--- config.mk ---
export PLATFORM = sky130hd
export DESIGN_NAME = mjr_pipe_buffer
export DESIGN_NICKNAME = d
export VERILOG_FILES = /design/src/rtl/mjr_pipe_buffer.sv
export SDC_FILE = /design/constraint.sdc
export NUM_CORES = 1
export LEC_CHECK = 0
export ABC_CLOCK_PERIOD_IN_PS = 9210
export CAP_MARGIN = 20
export CORE_MARGIN = 3
export CORE_UTILIZATION = 50
export CTS_BUF_LIST = sky130_fd_sc_hd__clkbuf_16
export CTS_CLUSTER_DIAMETER = 40
export DETAILED_ROUTE_END_ITERATION = 10
export DONT_BUFFER_PORTS = 1
export GPL_TIMING_DRIVEN = 0
export HOLD_SLACK_MARGIN = 0.08
export PLACE_DENSITY = 0.65
export SLEW_MARGIN = 20
export SYNTH_ARGS = -nofsm -noshare
export SYNTH_HDL_FRONTEND = slang
export SYNTH_SLANG_ARGS = --single-unit
--- constraint.sdc ---
create_clock -name clk -period 9.21 [get_ports clk]
set_input_delay 1.842 -clock clk [delete_from_list [all_inputs] [get_ports clk]]
set_output_delay 1.842 -clock clk [all_outputs]
set_load 0.05 [all_outputs]
--- src/rtl/mjr_pipe_buffer.sv ---
// Two-entry valid/ready buffer with three stored copies per entry, voted on read.
// Single-copy upsets are scrubbed in place and counted in a saturating counter.
module mjr_pipe_buffer #(
  parameter int P_DATA_SIZE = 32,
  parameter int P_CNT_WIDTH = 8
) (
  input  logic                   clk,
  input  logic                   rst,
  input  logic                   in_valid,
  output logic                   in_ready,
  input  logic [P_DATA_SIZE-1:0] in_data,
  output logic                   out_valid,
  input  logic                   out_ready,
  output logic [P_DATA_SIZE-1:0] out_data_1,
  output logic [P_DATA_SIZE-1:0] out_data_2,
  output logic [P_DATA_SIZE-1:0] out_data_3,
  output logic                   out_we,
  input  logic                   inj_en,
  input  logic [1:0]             inj_sel,
  input  logic [P_DATA_SIZE-1:0] inj_mask,
  input  logic                   err_clr,
  output logic                   correctable_error,
  output logic [P_CNT_WIDTH-1:0] err_count
);

  logic [P_DATA_SIZE-1:0] c0_q [2];
  logic [P_DATA_SIZE-1:0] c1_q [2];
  logic [P_DATA_SIZE-1:0] c2_q [2];
  logic [P_DATA_SIZE-1:0] c0_d [2];
  logic [P_DATA_SIZE-1:0] c1_d [2];
  logic [P_DATA_SIZE-1:0] c2_d [2];
  logic [P_DATA_SIZE-1:0] voted [2];

  logic                   rd_ptr_q, rd_ptr_d;
  logic                   wr_ptr_q, wr_ptr_d;
  logic [1:0]             count_q, count_d;
  logic [P_CNT_WIDTH-1:0] err_cnt_q, err_cnt_d;
  logic                   corr_q, corr_d;

  logic [1:0]             occ;
  logic [1:0]             mism;
  logic [1:0]             n_mism;
  logic [P_CNT_WIDTH:0]   err_sum;
  logic                   push, pop, inj_act;
  logic [P_DATA_SIZE-1:0] head_vote;

  assign in_ready  = ~rst & (count_q != 2'd2);
  assign out_valid = (count_q != 2'd0);
  assign push      = in_valid & in_ready;
  assign pop       = out_valid & out_ready;
  assign inj_act   = inj_en & (inj_sel != 2'd3) & out_valid & ~pop;

  always_comb begin
    for (int e = 0; e < 2; e++) begin
      voted[e] = (c0_q[e] & c1_q[e]) | (c1_q[e] & c2_q[e]) | (c0_q[e] & c2_q[e]);
      occ[e]   = (count_q == 2'd2) || ((count_q == 2'd1) && (rd_ptr_q == 1'(e)));
      mism[e]  = occ[e] && ((c0_q[e] != c1_q[e]) || (c1_q[e] != c2_q[e]));
    end
  end

  assign head_vote  = out_valid ? voted[rd_ptr_q] : '0;
  assign out_data_1 = head_vote;
  assign out_data_2 = head_vote;
  assign out_data_3 = head_vote;
  assign out_we     = pop;

  // Priority per entry: fresh write, then injection, then scrub. A pushed entry
  // is never occupied, and an injected head must keep its upset for one cycle.
  always_comb begin
    for (int e = 0; e < 2; e++) begin
      c0_d[e] = c0_q[e];
      c1_d[e] = c1_q[e];
      c2_d[e] = c2_q[e];
      if (push && (wr_ptr_q == 1'(e))) begin
        c0_d[e] = in_data;
        c1_d[e] = in_data;
        c2_d[e] = in_data;
      end else if (inj_act && (rd_ptr_q == 1'(e))) begin
        case (inj_sel)
          2'd0:    c0_d[e] = c0_q[e] ^ inj_mask;
          2'd1:    c1_d[e] = c1_q[e] ^ inj_mask;
          2'd2:    c2_d[e] = c2_q[e] ^ inj_mask;
          default: ;
        endcase
      end else if (mism[e] && !(pop && (rd_ptr_q == 1'(e)))) begin
        c0_d[e] = voted[e];
        c1_d[e] = voted[e];
        c2_d[e] = voted[e];
      end
    end
  end

  always_comb begin
    rd_ptr_d = pop  ? ~rd_ptr_q : rd_ptr_q;
    wr_ptr_d = push ? ~wr_ptr_q : wr_ptr_q;
    count_d  = count_q;
    case ({push, pop})
      2'b10:   count_d = count_q + 2'd1;
      2'b01:   count_d = count_q - 2'd1;
      default: count_d = count_q;
    endcase
  end

  always_comb begin
    n_mism  = {1'b0, mism[0]} + {1'b0, mism[1]};
    err_sum = {1'b0, err_cnt_q} + (P_CNT_WIDTH + 1)'(n_mism);
    corr_d  = |mism;
    if (err_clr) begin
      err_cnt_d = '0;
    end else if (err_sum[P_CNT_WIDTH]) begin
      err_cnt_d = '1;
    end else begin
      err_cnt_d = err_sum[P_CNT_WIDTH-1:0];
    end
  end

  always_ff @(posedge clk or posedge rst) begin
    if (rst) begin
      for (int e = 0; e < 2; e++) begin
        c0_q[e] <= '0;
        c1_q[e] <= '0;
        c2_q[e] <= '0;
      end
      rd_ptr_q  <= 1'b0;
      wr_ptr_q  <= 1'b0;
      count_q   <= 2'd0;
      err_cnt_q <= '0;
      corr_q    <= 1'b0;
    end else begin
      for (int e = 0; e < 2; e++) begin
        c0_q[e] <= c0_d[e];
        c1_q[e] <= c1_d[e];
        c2_q[e] <= c2_d[e];
      end
      rd_ptr_q  <= rd_ptr_d;
      wr_ptr_q  <= wr_ptr_d;
      count_q   <= count_d;
      err_cnt_q <= err_cnt_d;
      corr_q    <= corr_d;
    end
  end

  assign correctable_error = corr_q;
  assign err_count         = err_cnt_q;

endmodule

==> results of run 1 <==
==> cells in the mapped netlist, drive strengths merged (2+ instances only) <==
library cell	n	share of area, %
nor4	36	1.7
o221ai	9	0.50
nand3	3	0.096
and3	9	0.36
nand4	58	2.3
nor2	56	1.4
o2bb2ai	31	1.7
buf	97	4.4
o31a	10	0.56
or4	3	0.19
a211oi	90	4.3
nor2b	4	0.16
clkbuf	114	2.7
o21a	105	5.0
o32ai	59	3.3
a31oi	43	1.7
a21bo	2	0.13
o21ai	260	8.3
a41oi	4	0.22
and2	45	1.8
o31ai	21	1.0
xor2	6	0.34
a211o	11	0.62
o211ai	50	2.4
nor3	6	0.22
xnor2	7	0.39
a21oi	162	5.2
ha	133	11
dfrtp	205	33
o22ai	2	0.080
a21o	7	0.34
mux2i	31	2.0
nand2	53	1.3
or2	3	0.12
inv	45	1.1
==> per-stage QoR <==
stage | cell area, um2 | setup TNS [ns] | hold WS, ns
4_1_cts | 18300 | 0 | 0.531
3_5_place_dp | 16800 | 0 | 0.524
5_1_grt | 18300 | 0 | 0.532
2_1_floorplan | 15600 | 0 | 0.473
6_report | 18300 | 0 | 0.535
3_3_place_gp | 16100 | -229.03 | 0.502
==> cells by family (layout without fill, tap and decap cells) <==
group | Yosys count | count (layout) | share of synthesized area (%)
AOI/OAI and AO/OA | 868 | 868 | 35.6
xor gates and xnor gates | 13 | 13 | 0.728
adders and majority gates | 134 | 134 | 10.8
buffers and inverters | 256 | 398 | 8.20
DFF | 205 | 205 | 32.8
muxes | 31 | 31 | 1.98
other | 0 | 3 | 0
and+or+nand+nor | 281 | 281 | 9.91
==> power groups by stage <==
stage	clock network [uW]	logic, uW	registers [uW]
5_1_grt	1710	5830	1870
4_1_cts	1670	5420	1790
2_1_floorplan	0	3840	1680
6_report	1660	5520	1810
3_3_place_gp	0	5000	1770
3_5_place_dp	0	5380	1790
==> worst paths after layout <==
check | depth (start not counted) | end
max in group asynchronous | 3 | c2_q[54]$_DFFE_PP0P_
hold / removal | 1 | count_q[0]$_DFFE_PP0P_
setup reg to reg | 11 | err_count[4]$_DFF_PP0_
hold reg to reg | 1 | count_q[0]$_DFFE_PP0P_
min in group asynchronous | 1 | c1_q[16]$_DFFE_PP0P_
setup / recovery | 8 | out_data_2[16]
==> per-layer routing <==
metal  share of wire, %  wire (um)  GRT usage [%]
met2                 44      28100           56.8
met5                  0          0              0
met1                 39      24900           49.6
met3                 11       7260           9.28
met4                5.5       3540           17.6
==> state kept, by name, indices dropped and copies added (netlist names) <==
signal,cells
c0_q,64
c1_q,64
c2_q,64
correctable_error,1
count_q,2
err_count,8
rd_ptr_q,1
wr_ptr_q,1
==> layout make-up <==
cell class / instances / area (um2) / area share (%)
Antenna cell: 3 / 7.51 / 0.0411
Buffer: 211 / 1110 / 6.10
Clock buffer: 43 / 1080 / 5.89
Clock inverter: 37 / 429 / 2.35
Inverter: 45 / 176 / 0.965
Multi-Input combinational cell: 1327 / 9420 / 51.5
Sequential cell: 205 / 5130 / 28.1
Tap cell: 396 / 495 / 2.71
Timing Repair Buffer: 62 / 430 / 2.35
==> metrics.md, run 1 <==
| Metric | Value |
|---|---|
| Top_reg_cell synth | `sky130_fd_sc_hd__dfrtp_1` |
| Status | `finished, final reports clean` |
| Remaining global-route overflow | `0` |
| Logic gate share of total power | `61.4%` |
| Switching share of power | `53.1%` |
| Rel. slew slack | `37.1%` |
| Total routing resource utilization after global routing | `37.1%` |
| WP data required | `7.37 ns` |
| Nets | `2,101` |
| Mapped Cells | `1,788` |
| Highest-count cells in the layout ignoring fill and taps | `246 x sky130_fd_sc_hd__o21ai_0, 205 x sky130_fd_sc_hd__dfrtp_1, 160 x sky130_fd_sc_hd__a21oi_1, 133 x sky130_fd_sc_hd__ha_1, 114 x sky130_fd_sc_hd__clkbuf_1` |
| Max Root-Sink Buffers | `3` |
| Most common cell after layout, fill and taps aside | `sky130_fd_sc_hd__o21ai_0` |
| Clock tree skew after final layout | `0.0181 ns` |
| Core area | `0.0307 mm2` |
| Global-route wire length before repair | `95.3 mm` |
| Hold-fix buffer count after cts | `0` |
| Clock tree from TritonCTS | `built` |
| Starting density of the core | `50.9%` |
| Post-route fraction of the period consumed by the critical path | `53.6%` |
| Vias post-DR | `16,200` |
| Die extent in x | `183 um` |
| Post-synth cell types | `54` |
| Buffer type at the clock tree root | `sky130_fd_sc_hd__clkbuf_16` |
| First-pass iteration count of the detailed router | `8` |
| CP startpoint | `rd_ptr_q$_DFFE_PP0P_` |
| Initial antenna violation count | `2` |
| Type of element launching the critical path | `flip-flop` |
| Post-Synthesis Cell Area | `0.0156 mm2` |
| Fraction of synthesis flops using an asynchronous set or reset pin | `100%` |
| CP Cell Sequence | `buf_4 > clkbuf_1 > clkbuf_1 > nor2_1 > a211oi_2 > buf_4 > buf_1 > buf_4` |
| Hold violation total from the final report | `0` |
| Type of the most critical hold path | `flip-flop to flip-flop` |
| I/O pin count | `180` |
| Count of nets left with antenna violations after detail routing | `0` |
| Unrepaired setup endpoints after global routing | `no` |
| Sequential fraction of design power | `20.1%` |
| WL per Instance | `27.4 um` |
| Buffers and inverters on the worst path | `6` |
| Number of clock sinks | `205` |
| Count of maximum capacitance violations | `0` |
| Post-synthesis register bit count | `205` |
| Final worst path period need | `4.94 ns` |
| DRC violation count after routing | `0` |
| Total of warnings raised by yosys | `0` |
| Final Core Density | `59.5%` |
| Power density normalized to cell area | `492 mW/mm2` |
| Share of the yosys chip area belonging to registers | `32.8%` |
| R2r setup slk | `5.70 ns` |
| Clock latency on the worst-skew pair | `0.57 ns` |
| Maximum frequency from static timing analysis | `203 MHz` |
| Net count of the mapped netlist | `1,994` |
| Peak VDD IR | `0.335 mV` |
| Number of buffers inserted during clock tree synthesis | `43` |
| Beginning of the worst hold path | `count_q[0]$_DFFE_PP0P_` |
| Count of flip-flops with a built-in enable after synthesis | `0` |
| Critical path type | `flip-flop to output port` |
| Count of fill cells added during filler insertion | `2,680` |
| Reg2reg start | `c1_q[37]$_DFFE_PP0P_` |
| Internal power of the cells | `4210 uW` |
| Slew of the pin with the lowest slew margin | `0.943 ns` |
| Power after layout | `8990 uW` |
| Maximum fanout along the worst path | `10` |
| Critical path data arrival time | `3.10 ns` |
| Filler-free cell count of the finished design | `2,329` |
| Clock transition at the registers of the reported paths | `0.05 ns` |
| Area growth syn-to-layout | `16.8%` |
| Dpl hpwl | `47.0 mm` |
| Part of the total power dissipated in the clock network | `18.5%` |
| Number of DRC markers after the initial detailed-route iteration | `2,123` |
| Die Ht | `183 um` |
| Worst Setup End Kind | `output port` |
| Number of buffer cells added on primary ports | `0` |
| Crit path max-delay family | `buffers and inverters` |
| Number of placed instances with taps included | `2,246` |
| Critical Path Max Stage Delay | `0.56 ns` |
| Ratio of cells with drive above 1 in the final layout | `12.6%` |
| Site Rows | `64` |
| Mean number of vias per cell | `6.97` |
| Maximum number of pins on one net before global-route repair | `91` |
| Count of final max-slew check failures | `0` |
| Setup slack at placement | `4.44 ns` |
| Most common cell type on the critical path | `sky130_fd_sc_hd__buf_4` |
| Static leakage | `0.00798 uW` |
| Net switching power figure | `4780 uW` |
| Setup bufs post-CTS | `0` |
| Final number of setup-violating endpoints | `0` |
| Post-route worst setup slack | `4.27 ns` |
| CTS H-tree depth | `2` |
| WL final | `63.8 mm` |
| Cts repair resizes | `0` |
| Critical-path top delay cell | `sky130_fd_sc_hd__clkbuf_1` |
| Overall die area | `0.0335 mm2` |
| Gpl congestion | `0.993` |
| Mean instance size in the synthesized netlist | `8.75 um2` |
| Vias in the first global route | `15,400` |
(Power assumes the default switching activity.)
==> run 2, diff against run 1 <==
ABC_CLOCK_PERIOD_IN_PS = 4800   (was 9210)
clock period = 4.8 ns   (was 9.21 ns; I/O delays follow)
==> run 2 against run 1 <==
Against the previous run: utilization decreased by 0.098 points; hold slack got worse by 0.18 ns; clock-buffer cell count increased by 2; via count decreased by 0.52%; cell count decreased by 0.30%; critical path depth decreased by 2; wire length decreased by 0.51%; clock power increased by 77%; combinational power increased by 90%; global-route usage decreased by 0.47 points; non-clock buffer count increased by 2; critical path type unchanged; critical endpoint is now out_data_3[16]; largest cell class unchanged; highest routed layer is now met5.
==> metrics.md, run 2 (synthesized netlist as in run 1, its figures left out) <==
| Metric | Value |
|---|---|
| Status | `finished, final reports clean` |
| Worst Setup End Kind | `output port` |
| Global-route met1 utilization | `49.9%` |
| Setup bufs post-CTS | `0` |
| Hold-fix buffer count after cts | `0` |
| Slew of the pin with the lowest slew margin | `0.959 ns` |
| Maximum frequency from static timing analysis | `239 MHz` |
| Ratio of cells with drive above 1 in the final layout | `12.6%` |
| Count of fill cells added during filler insertion | `2,742` |
| Maximum fanout along the worst path | `10` |
| WP data required | `3.84 ns` |
| Gpl congestion | `0.985` |
| Initial antenna violation count | `2` |
| Global-route wire length before repair | `94.2 mm` |
| Remaining global-route overflow | `0` |
| Count of final max-slew check failures | `0` |
| Core area | `0.0307 mm2` |
| Critical-path top delay cell | `sky130_fd_sc_hd__a211oi_4` |
| Most common cell after layout, fill and taps aside | `sky130_fd_sc_hd__o21ai_0` |
| Clock tree from TritonCTS | `built` |
| Buffer type at the clock tree root | `sky130_fd_sc_hd__clkbuf_16` |
| Peak VDD IR | `0.607 mV` |
| Hold violation total from the final report | `0` |
| Final number of setup-violating endpoints | `0` |
| Mean number of vias per cell | `6.95` |
| Clock latency on the worst-skew pair | `0.54 ns` |
| Die Ht | `183 um` |
| Type of element launching the critical path | `flip-flop` |
| Starting density of the core | `50.9%` |
| Critical Path Max Stage Delay | `0.72 ns` |
| Switching share of power | `53.5%` |
| Clock transition at the registers of the reported paths | `0.05 ns` |
| Number of DRC markers after the initial detailed-route iteration | `2,053` |
| Maximum number of pins on one net before global-route repair | `33` |
| Logic gate share of total power | `62.2%` |
| Sequential fraction of design power | `20.5%` |
| Area growth syn-to-layout | `16.6%` |
| CTS H-tree depth | `2` |
| WL per Instance | `27.3 um` |
| Max Root-Sink Buffers | `3` |
| Buffers and inverters on the worst path | `4` |
| Cts repair resizes | `0` |
| Unrepaired setup endpoints after global routing | `no` |
| Vias in the first global route | `15,300` |
| Overall die area | `0.0335 mm2` |
| Setup slack at placement | `0.962 ns` |
| Total routing resource utilization after global routing | `36.7%` |
| Die extent in x | `183 um` |
| Highest-count cells in the layout ignoring fill and taps | `246 x sky130_fd_sc_hd__o21ai_0, 205 x sky130_fd_sc_hd__dfrtp_1, 160 x sky130_fd_sc_hd__a21oi_1, 133 x sky130_fd_sc_hd__ha_1, 114 x sky130_fd_sc_hd__clkbuf_1` |
| Dpl hpwl | `46.9 mm` |
| Crit path max-delay family | `buffers and inverters` |
| Number of buffers inserted during clock tree synthesis | `43` |
| Count of maximum capacitance violations | `0` |
| Met2 track utilization from global routing | `55.7%` |
| Internal power of the cells | `7880 uW` |
| Count of nets left with antenna violations after detail routing | `0` |
| Post-route fraction of the period consumed by the critical path | `87.3%` |
| Total negative setup slack | `0 ns` |
| Number of clock sinks | `205` |
| Vias post-DR | `16,100` |
| Type of the most critical hold path | `primary input to asynchronous set/reset pin` |
| WL final | `63.5 mm` |
| I/O pin count | `180` |
| CP Cell Sequence | `buf_4 > clkbuf_1 > clkbuf_1 > nor2_1 > a211oi_4 > buf_4` |
| First-pass iteration count of the detailed router | `5` |
| Static leakage | `0.00799 uW` |
| Met3 usage in global routing | `8.25%` |
| Nets | `2,103` |
| Critical path type | `flip-flop to output port` |
| Largest registers in the final layout | `c0_q: 64 flops, c1_q: 64 flops, c2_q: 64 flops` |
| Net switching power figure | `9070 uW` |
| Number of buffer cells added on primary ports | `0` |
| Rel. slew slack | `36.1%` |
| Critical path data arrival time | `3.23 ns` |
| Layer carrying the most global-route usage | `met2` |
| Site Rows | `64` |
| Final worst path period need | `4.19 ns` |
| Clock tree skew after final layout | `0.0153 ns` |
| Post-route worst setup slack | `0.611 ns` |
| DRC violation count after routing | `0` |
| Part of the total power dissipated in the clock network | `17.3%` |
| Power density normalized to cell area | `929 mW/mm2` |
## run 2: layout make-up
cell class / instances / area, um2 / area share, %
repair buffers: 64 / 528 / 2.89
plain buffers: 211 / 1110 / 6.11
clock buffers: 45 / 1130 / 6.17
diodes: 1 / 2.50 / 0.0137
clock inverters: 28 / 253 / 1.38
inverters: 45 / 173 / 0.946
multi-input cells: 1327 / 9430 / 51.7
well taps: 396 / 495 / 2.71
flip-flops and latches: 205 / 5130 / 28.1
## run 2: worst paths after layout
kind | from | end | slack [ns] | depth (start not counted)
worst min-delay path | rst | c2_q[14]$_DFFE_PP0P_ | 0.35 | 1
worst max-delay path | rd_ptr_q$_DFFE_PP0P_ | out_data_3[16] | 0.61 | 6
worst min register to register | count_q[0]$_DFFE_PP0P_ | count_q[0]$_DFFE_PP0P_ | 0.53 | 1
worst max register to register | c1_q[3]$_DFFE_PP0P_ | err_count[5]$_DFF_PP0_ | 1.26 | 10
min in group clk | count_q[0]$_DFFE_PP0P_ | count_q[0]$_DFFE_PP0P_ | 0.53 | 1
max in group asynchronous | rst | c2_q[32]$_DFFE_PP0P_ | 3.12 | 6
## run 2: power by group through the flow
stage	logic, uW	registers [uW]	clock network [uW]
2_1_floorplan	7380	3220	0
3_3_place_gp	9590	3400	0
3_5_place_dp	10300	3440	0
4_1_cts	10400	3430	2930
5_1_grt	11200	3590	3000
6_report	10500	3480	2930
## run 2: stage by stage
stage                     total power, uW  hold slack, ns  utilization (%)  instances  cell area (um2)
final                               16900           0.353             59.4       2322            18300
after global routing                17800           0.384             59.4       2322            18300
after CTS                           16700           0.360             59.3       2321            18200
after detailed placement            13700           0.505             54.9       2248            16900
after global placement              13000           0.502             52.5       2184            16100
after floorplan                     10600           0.473                -       1788            15700
## run 2: per-layer routing
layer,part of all wire [%],vias to the layer above
li1,-,7081
met1,39,7827
met2,44,1008
met3,11,226
met4,5.4,2
met5,0.011,-
